### config.mk
export PLATFORM = sky130hd
export DESIGN_NAME = stepper_tone_gen
export DESIGN_NICKNAME = d
export VERILOG_FILES = /design/src/rtl/stepper_synth_pkg.sv /design/src/rtl/stepper_period_calc.sv /design/src/rtl/stepper_tone_gen.sv
export SDC_FILE = /design/constraint.sdc
export NUM_CORES = 1
export LEC_CHECK = 0
export ABC_CLOCK_PERIOD_IN_PS = 3100
export CAP_MARGIN = 20
export CORE_MARGIN = 4
export CORE_UTILIZATION = 50
export DETAILED_ROUTE_END_ITERATION = 10
export PLACE_DENSITY = 0.72
export SETUP_SLACK_MARGIN = 0.15
export SLEW_MARGIN = 5
export SYNTH_ARGS = -nofsm -noshare
export SYNTH_HDL_FRONTEND = slang
export SYNTH_HIERARCHICAL = 1
export SYNTH_SLANG_ARGS = --single-unit
### constraint.sdc
create_clock -name Clk -period 3.1 [get_ports Clk]
set_input_delay 0.775 -clock Clk [delete_from_list [all_inputs] [get_ports Clk]]
set_output_delay 0.775 -clock Clk [all_outputs]
set_load 0.03 [all_outputs]
### src/rtl/stepper_synth_pkg.sv
// Shared state/octave encodings and period width for the stepper tone channels.
package stepper_synth_pkg;

  localparam int unsigned         PERIOD_W   = 24;
  localparam logic [PERIOD_W-1:0] PERIOD_MAX = 24'hFFFFFF;

  localparam logic [1:0] IDLE = 2'd0;
  localparam logic [1:0] WAKE = 2'd1;
  localparam logic [1:0] RUN  = 2'd2;
  localparam logic [1:0] HOLD = 2'd3;

  localparam logic [1:0] OCT_NORM = 2'd0;
  localparam logic [1:0] OCT_UP   = 2'd1;
  localparam logic [1:0] OCT_DOWN = 2'd2;

endpackage

### src/rtl/stepper_period_calc.sv
// Effective half-period from pitch and octave select: shift, saturate, clamp to MIN_HALF.
// Purely combinational, zero latency, no flow control.
module stepper_period_calc
  import stepper_synth_pkg::*;
#(
  parameter int unsigned MIN_HALF = 2500
) (
  input  logic [PERIOD_W-1:0] pitch,
  input  logic [1:0]          oct_sel,
  output logic [PERIOD_W-1:0] period
);

  localparam logic [PERIOD_W-1:0] MIN_HALF_P = PERIOD_W'(MIN_HALF);

  logic [PERIOD_W-1:0] shifted;

  always_comb begin
    shifted = pitch;
    case (oct_sel)
      OCT_NORM: shifted = pitch;
      OCT_UP:   shifted = pitch >> 1;
      OCT_DOWN: shifted = pitch[PERIOD_W-1] ? PERIOD_MAX : {pitch[PERIOD_W-2:0], 1'b0};
      default:  shifted = pitch;
    endcase
    // Zero stays zero so a halved pitch of 1 is not promoted into a note.
    period = shifted;
    if ((shifted != '0) && (shifted < MIN_HALF_P)) begin
      period = MIN_HALF_P;
    end
  end

endmodule

### src/rtl/stepper_tone_gen.sv
// One stepper channel: enable lead/hold sequencing and a glitch-free STEP square wave.
// Outputs registered; pitch changes apply only at half-period boundaries.
module stepper_tone_gen
  import stepper_synth_pkg::*;
#(
  parameter int unsigned MIN_HALF    = 2500,
  parameter int unsigned ENABLE_LEAD = 50,
  parameter int unsigned HOLD_CYCLES = 25000000
) (
  input  logic                Clk,
  input  logic                Reset,
  input  logic [PERIOD_W-1:0] pitchIn,
  input  logic [7:0]          velIn,
  input  logic [1:0]          octSel,
  output logic                stepOut,
  output logic                enableN,
  output logic                active
);

  localparam int unsigned       LEAD_W    = $clog2(ENABLE_LEAD + 1);
  localparam int unsigned       HOLD_W    = $clog2(HOLD_CYCLES + 1);
  localparam logic [LEAD_W-1:0] LEAD_LAST = LEAD_W'(ENABLE_LEAD - 1);
  localparam logic [HOLD_W-1:0] HOLD_LAST = HOLD_W'(HOLD_CYCLES - 1);

  logic [1:0]          state;
  logic [LEAD_W-1:0]   lead_cnt;
  logic [HOLD_W-1:0]   hold_cnt;
  logic [PERIOD_W-1:0] half_cnt;
  logic [PERIOD_W-1:0] cur_period;
  logic [PERIOD_W-1:0] period;
  logic                note_on;

  assign note_on = (pitchIn != '0) && (velIn != '0);

  stepper_period_calc #(
    .MIN_HALF (MIN_HALF)
  ) u_period (
    .pitch   (pitchIn),
    .oct_sel (octSel),
    .period  (period)
  );

  always_ff @(posedge Clk or posedge Reset) begin
    if (Reset) begin
      state      <= IDLE;
      stepOut    <= 1'b0;
      enableN    <= 1'b1;
      active     <= 1'b0;
      lead_cnt   <= '0;
      hold_cnt   <= '0;
      half_cnt   <= '0;
      cur_period <= '0;
    end else begin
      case (state)
        IDLE: begin
          if (note_on) begin
            state    <= WAKE;
            enableN  <= 1'b0;
            lead_cnt <= '0;
          end
        end
        WAKE: begin
          lead_cnt <= lead_cnt + 1'b1;
          if (!note_on) begin
            state   <= IDLE;
            enableN <= 1'b1;
          end else if (lead_cnt == LEAD_LAST) begin
            state      <= RUN;
            cur_period <= period;
            half_cnt   <= '0;
            active     <= 1'b1;
          end
        end
        RUN: begin
          // Note-off wins over a coincident toggle so STEP always parks low.
          if (!note_on) begin
            state    <= HOLD;
            stepOut  <= 1'b0;
            active   <= 1'b0;
            hold_cnt <= '0;
          end else if (half_cnt == cur_period - 1'b1) begin
            stepOut    <= ~stepOut;
            half_cnt   <= '0;
            cur_period <= period;
          end else begin
            half_cnt <= half_cnt + 1'b1;
          end
        end
        HOLD: begin
          if (note_on) begin
            state      <= RUN;
            cur_period <= period;
            half_cnt   <= '0;
            active     <= 1'b1;
          end else if (hold_cnt == HOLD_LAST) begin
            state   <= IDLE;
            enableN <= 1'b1;
          end else begin
            hold_cnt <= hold_cnt + 1'b1;
          end
        end
        default: state <= IDLE;
      endcase
    end
  end

endmodule

==> results of run 1 <==
==> timing repair <==
action	4_1_cts	5_1_grt
pin swaps	7	27
setup buffers	5	3
resized for setup	16	59
cloned	2	1
setup endpoints to repair	46	57
endpoints found under the hold margin	0	0
==> final cells by class <==
class / instances / area [um^2]
fill: 839 / 3400
sequential: 84 / 2100
clock buffer: 12 / 246
clock inverter: 4 / 50.0
multi-input combinational: 534 / 3810
tap: 143 / 179
inverter: 24 / 91.3
timing repair buffer: 175 / 1580
==> registers in the layout (all words and copies together) (netlist names), named ones only <==
| signal | count |
|---|---|
| enableN | 1 |
| active | 1 |
| lead_cnt | 6 |
| hold_cnt | 25 |
| state | 1 |
| half_cnt | 24 |
| stepOut | 1 |
| cur_period | 24 |
==> stage by stage <==
step	TNS (ps)	hold WS (ps)	total power [W]	utilization [%]	setup WS [ps]
6_report	-2380	499	0.00516	70.3	-81.7
5_1_grt	-7460	518	0.00546	70.3	-229
4_1_cts	-1950	503	0.00484	67.5	-79.5
3_5_place_dp	-7230	491	0.00348	63.5	-298
3_3_place_gp	-4350	476	0.00341	63.5	-208
2_1_floorplan	0	448	0.00270	-	162
==> cell usage after synthesis (14+ instances only) <==
cell type	count
dfrtp_1	83
nand2_1	60
nor2_1	58
o21ai_0	48
xor2_1	43
a21oi_1	33
nand3_1	29
mux2_1	24
inv_1	23
nand4_1	19
nor3_1	18
xnor2_1	18
clkbuf_1	17
nor4_1	17
a31oi_1	14
==> metal layers <==
layer	share of wire (%)	up-vias	wire [um]
met5	0	-	0
met4	1.5	0	264
met3	5.7	32	970
met2	48	168	8250
met1	45	2869	7630
li1	-	2804	-
==> worst paths after layout <==
check                                from             end  depth (start not counted)
min in group asynchronous           Reset   cur_period[0]                          2
min                           lead_cnt[5]     lead_cnt[5]                          1
max in group asynchronous           Reset    half_cnt[19]                          3
max                        cur_period[14]  cur_period[15]                         12
max reg2reg                cur_period[14]  cur_period[15]                         12
min reg2reg                   lead_cnt[5]     lead_cnt[5]                          1
==> report_power, final <==
group | total (W) | leakage [nW] | switching [W] | internal, W
clock | 0.00109 | 0.139 | 0.000446 | 0.000646
combinational | 0.00257 | 2.13 | 0.00125 | 0.00132
sequential | 0.00150 | 1.10 | 0.000198 | 0.00130
total | 0.00516 | 3.37 | 0.00189 | 0.00327
==> cells by family after synthesis <==
kind of cell	count (synthesis)
and+or+nand+nor	263
AOI/OAI and AO/OA	177
DFF	84
xor gates and xnor gates	61
buffers and inverters	56
muxes	26
adders and majority gates	7
==> impl_metrics.ini, run 1 <==
[setup_path]
path_cells = buf_4 -> nor3_1 -> nand4_1 -> o32a_1 -> nor4_1 -> buf_4 -> nand4_1 -> a211o_4 -> a21oi_4 -> buf_6 -> buf_12 -> mux2_1
cp-start-kind = flop
cp.arrival_ps = 3400
critPathSlowestCell = dfrtp_1
cp-end-kind = flop
critPathTopFamily = compound AO/OA/AOI/OAI gates
regToRegSetupSlack_ps = -80
path_buf_inv = 4
path_class = reg2reg
crit_fanout = 13
max_stage_delay_ps = 380
crit_required_ps = 3320

[pwr]
p_per_area_nw_per_um2 = 640
power.leakage_nw = 3.37
ir_drop_uv = 592

[global_route]
grt_max_degree = 37
grt_use_met1_pct = 35.3
grt_pass1_vias = 5777
grt_use_met2_pct = 41.8
top_usage_layer = met2
grt_pass1_wl_um = 28100
grt_overflow_total = 0
antenna_found_initial = 0
track_usage_pct = 25.8
globalRouteMet3Util_pct = 4.87

[synthesis]
synth_compound_area_share_pct = 20.5
synth_area_um2 = 5880
synthTopCellsByArea = dfrtp_1 (35%), xor2_1 (6.4%), mux2_1 (4.6%), o21ai_0 (4.1%), nand2_1 (3.8%)
ys.flop_type = dfrtp_1
syn_area_per_cell_um2 = 8.73
synth_edf_count = 0
syn_nets = 717
synth-adder-area-share_pct = 1.49
synthCells = 674
synth_top_family_by_area = simple AND/OR/NAND/NOR gates
synth-seq-cells = 84
synth_xor_area_share_pct = 9.08
yosys.area_share.simple_pct = 23.6
ys_seq_area_share_pct = 35.8
synthArstFlopShare_pct = 100
synth.area.mux_share_pct = 4.93
netlist-cell-type-count = 80
yosys_warnings = 6
synth_area_leader_cell = dfrtp_1
synth_top_cell_area_share_pct = 35.3

[die]
die_y_um = 116
fp.dieW_um = 116
core_area_um2 = 11500
io_pins = 39
rows = 39
start_util_pct = 51.3
die_area_um2 = 13600

[drt]
drc = 0
ant_nets = 0
drt-pass1-iter-count = 5
routed_via_density = 6.02
vias = 5873
wire_per_inst_um = 17.5
routed_wl_um = 17100
drt-initial-drc-count = 390

[sta]
finalWorstSetupSlack_ps = -81.7
post-route-period-util_pct = 103
setup_viol = 39
hold_violations = 0
slew_violations = 0
rsz0062_at_grt = true
period_minus_slack_ps = 3180
finClkSkew_ps = 9.69
relSlewSlack_pct = 52.9
worst_slew_pin_slew_ps = 700
fmax_ghz = 0.314

[cts]
clk_path_buf_depth = 2
clockRootBuffer = clkbuf_16
cts_tree = yes
clock_sinks = 84
clock_latency_ps = 350
htreeDepth = 3
cts_buffers = 9
clkSlewWorstSetupHoldPaths_ps = 60
hold_buffers = 0

[cells_and_area]
antenna_cells = 0
nets = 871
postLayoutCellArea_um2 = 8060
mostFrequentLayoutCells = buf_4 (123), dfrtp_1 (83), nand2_1 (60)
instances_no_fill = 976
drive_above_1_share_pct = 26.1
area_delta_synth_final_pct = 37.0
final_common_cell = buf_4

[min_path]
hold_path_class = reg2reg

[placement]
dp_hpwl_um = 12200
placedCellCount = 949
place_area_um2 = 7280
io_buffer_count = 38
gp_congestion = 0.932

[status]
violations = negative setup slack
status = finished with violations

[run]
max-cap-violations = 0
No activity file was read; power rests on OpenSTA's default activity.
==> run 2, diff against run 1 <==
--- a/config.mk
+++ b/config.mk
@@ -17,3 +17,4 @@
 export SYNTH_HDL_FRONTEND = slang
 export SYNTH_HIERARCHICAL = 1
 export SYNTH_SLANG_ARGS = --single-unit
+export TNS_END_PERCENT = 1
==> impl_metrics.ini, run 2 (synthesis results as in run 1) <==
[status]
status = finished with violations
violations = negative setup slack

[cells_and_area]
mostFrequentLayoutCells = buf_4 (122), dfrtp_1 (83), nand2_1 (60)
nets = 865
top_regs = hold_cnt (25), cur_period (24), half_cnt (24)
drive_above_1_share_pct = 22.1
area_delta_synth_final_pct = 31.8
largest-register = hold_cnt
seqCellArea_um2 = 2100
fillerInstances = 890
multi_input_area_um2 = 3610
final_common_cell = buf_4
antenna_cells = 0
largest_reg_flops = 25

[drt]
wl_met1_um = 7330
met3_length_um = 1070
wire_per_inst_um = 17.2
routed_wl_um = 16700
drt-initial-drc-count = 485
drc = 0
vias = 5859
wl_met2_um = 8000
ant_nets = 0
highest_layer = met4
drt-pass1-iter-count = 5
routed_via_density = 6.04

[cts]
clock_latency_ps = 350
clk_path_buf_depth = 2
clockRootBuffer = clkbuf_16
htreeDepth = 3
hold_buffers = 0
cts_buffers = 9
clock_sinks = 84
cts_tree = yes
clkSlewWorstSetupHoldPaths_ps = 60

[pwr]
seq_power_share_pct = 31.2
p_int_w = 0.00305
report.power.total_w = 0.00480
ir_drop_uv = 522
comb_power_share_pct = 46.1
swShare_pct = 36.3
pwr-share-clk_pct = 22.7
p_per_area_nw_per_um2 = 619
power_switching_w = 0.00174
power.leakage_nw = 3.27

[global_route]
grt_pass1_vias = 5760
grt_max_degree = 37
grt_pass1_wl_um = 28000
track_usage_pct = 25.6
antenna_found_initial = 0
grt_overflow_total = 0

[die]
core_area_um2 = 11500
start_util_pct = 51.3
rows = 39
fp.dieW_um = 116
die_y_um = 116
io_pins = 39
die_area_um2 = 13600

[sta]
hold_violations = 0
finalSetupTns_ps = -2150
fmax_ghz = 0.312
rsz0062_at_grt = true
finClkSkew_ps = 10.4
worst_slew_pin_slew_ps = 726
post-route-period-util_pct = 103
period_minus_slack_ps = 3200
slew_violations = 0
setup_viol = 24
relSlewSlack_pct = 51.2
finalWorstSetupSlack_ps = -103

[setup_path]
path_class = reg2reg
cp-start-kind = flop
path_buf_inv = 3
crit_required_ps = 3320
max_stage_delay_ps = 400
cp-end-kind = flop
critPathSlowestCell = dfrtp_1
crit_fanout = 13
path_cells = nor3_1 -> nand4_1 -> o32a_1 -> nor4_1 -> buf_4 -> nand4_1 -> a211o_1 -> a21oi_4 -> buf_6 -> buf_12 -> mux2_1
cp.arrival_ps = 3430
crit_path_frequent_cell = nand4_1
critPathTopFamily = compound AO/OA/AOI/OAI gates

[run]
max-cap-violations = 0

[placement]
io_buffer_count = 38
dp_hpwl_um = 12200
gp_congestion = 0.932

[min_path]
hold_path_class = reg2reg
## run 2: final cells by class
class	count	share of cell area (%)
Multi-Input combinational cell	534	46.5
Inverter	24	1.18
Timing Repair Buffer	169	19.0
Tap cell	143	2.31
Clock buffer	12	3.18
Clock inverter	4	0.646
Sequential cell	84	27.1
## run 2: what timing repair did
| action | 4_1_cts | 5_1_grt |
|---|---|---|
| cloned | 1 | 0 |
| resized for setup | 9 | 13 |
| buffers inserted | 4 | 0 |
| pin swaps | 7 | 3 |
| setup endpoints to repair | 46 | 57 |
## run 2: worst register-to-register path: stages (launching register included)
cell and delay [ps]:
dfrtp_1 400, nor3_1 350, nand4_1 210, o32a_1 380
nor4_1 290, buf_4 160, nand4_1 100, a211o_1 360
a21oi_4 220, buf_6 130, buf_12 140, mux2_1 350
## run 2: final timing paths
kind,cells past startpoint,endpoint,slack [ps],from
max,11,cur_period[21],-100,cur_period[4]
max reg2reg,11,cur_period[21],-100,cur_period[4]
min reg2reg,1,lead_cnt[5],500,lead_cnt[5]
min,1,lead_cnt[5],500,lead_cnt[5]
min in group asynchronous,2,cur_period[0],830,Reset
max in group asynchronous,3,half_cnt[22],1620,Reset
## run 2: routing by layer
| layer | vias to the layer above | GRT usage, % |
|---|---|---|
| li1 | 2782 | - |
| met1 | 2857 | 35.1 |
| met2 | 189 | 41.6 |
| met3 | 31 | 4.87 |
| met4 | 0 | 7.12 |
| met5 | - | 0 |
## run 2: power by group through the flow
stage	Clock, W	Combinational (W)	Sequential [W]
global route	0.00115	0.00241	0.00153
global placement	0	0.00191	0.00150
floorplan	0	0.00120	0.00150
finish	0.00109	0.00221	0.00150
CTS	0.00111	0.00216	0.00150
detailed placement	0	0.00198	0.00151
## run 2: through the flow
step,instances,setup WS (ps),hold WS (ps),cell area [um^2],utilization [%]
final,970,-103,500,7750,67.6
after global routing,970,-239,518,7750,67.6
after CTS,970,-79.5,503,7690,67.0
after detailed placement,949,-298,491,7280,63.5
after global placement,949,-208,476,7280,63.5
after floorplan,674,162,448,5890,-
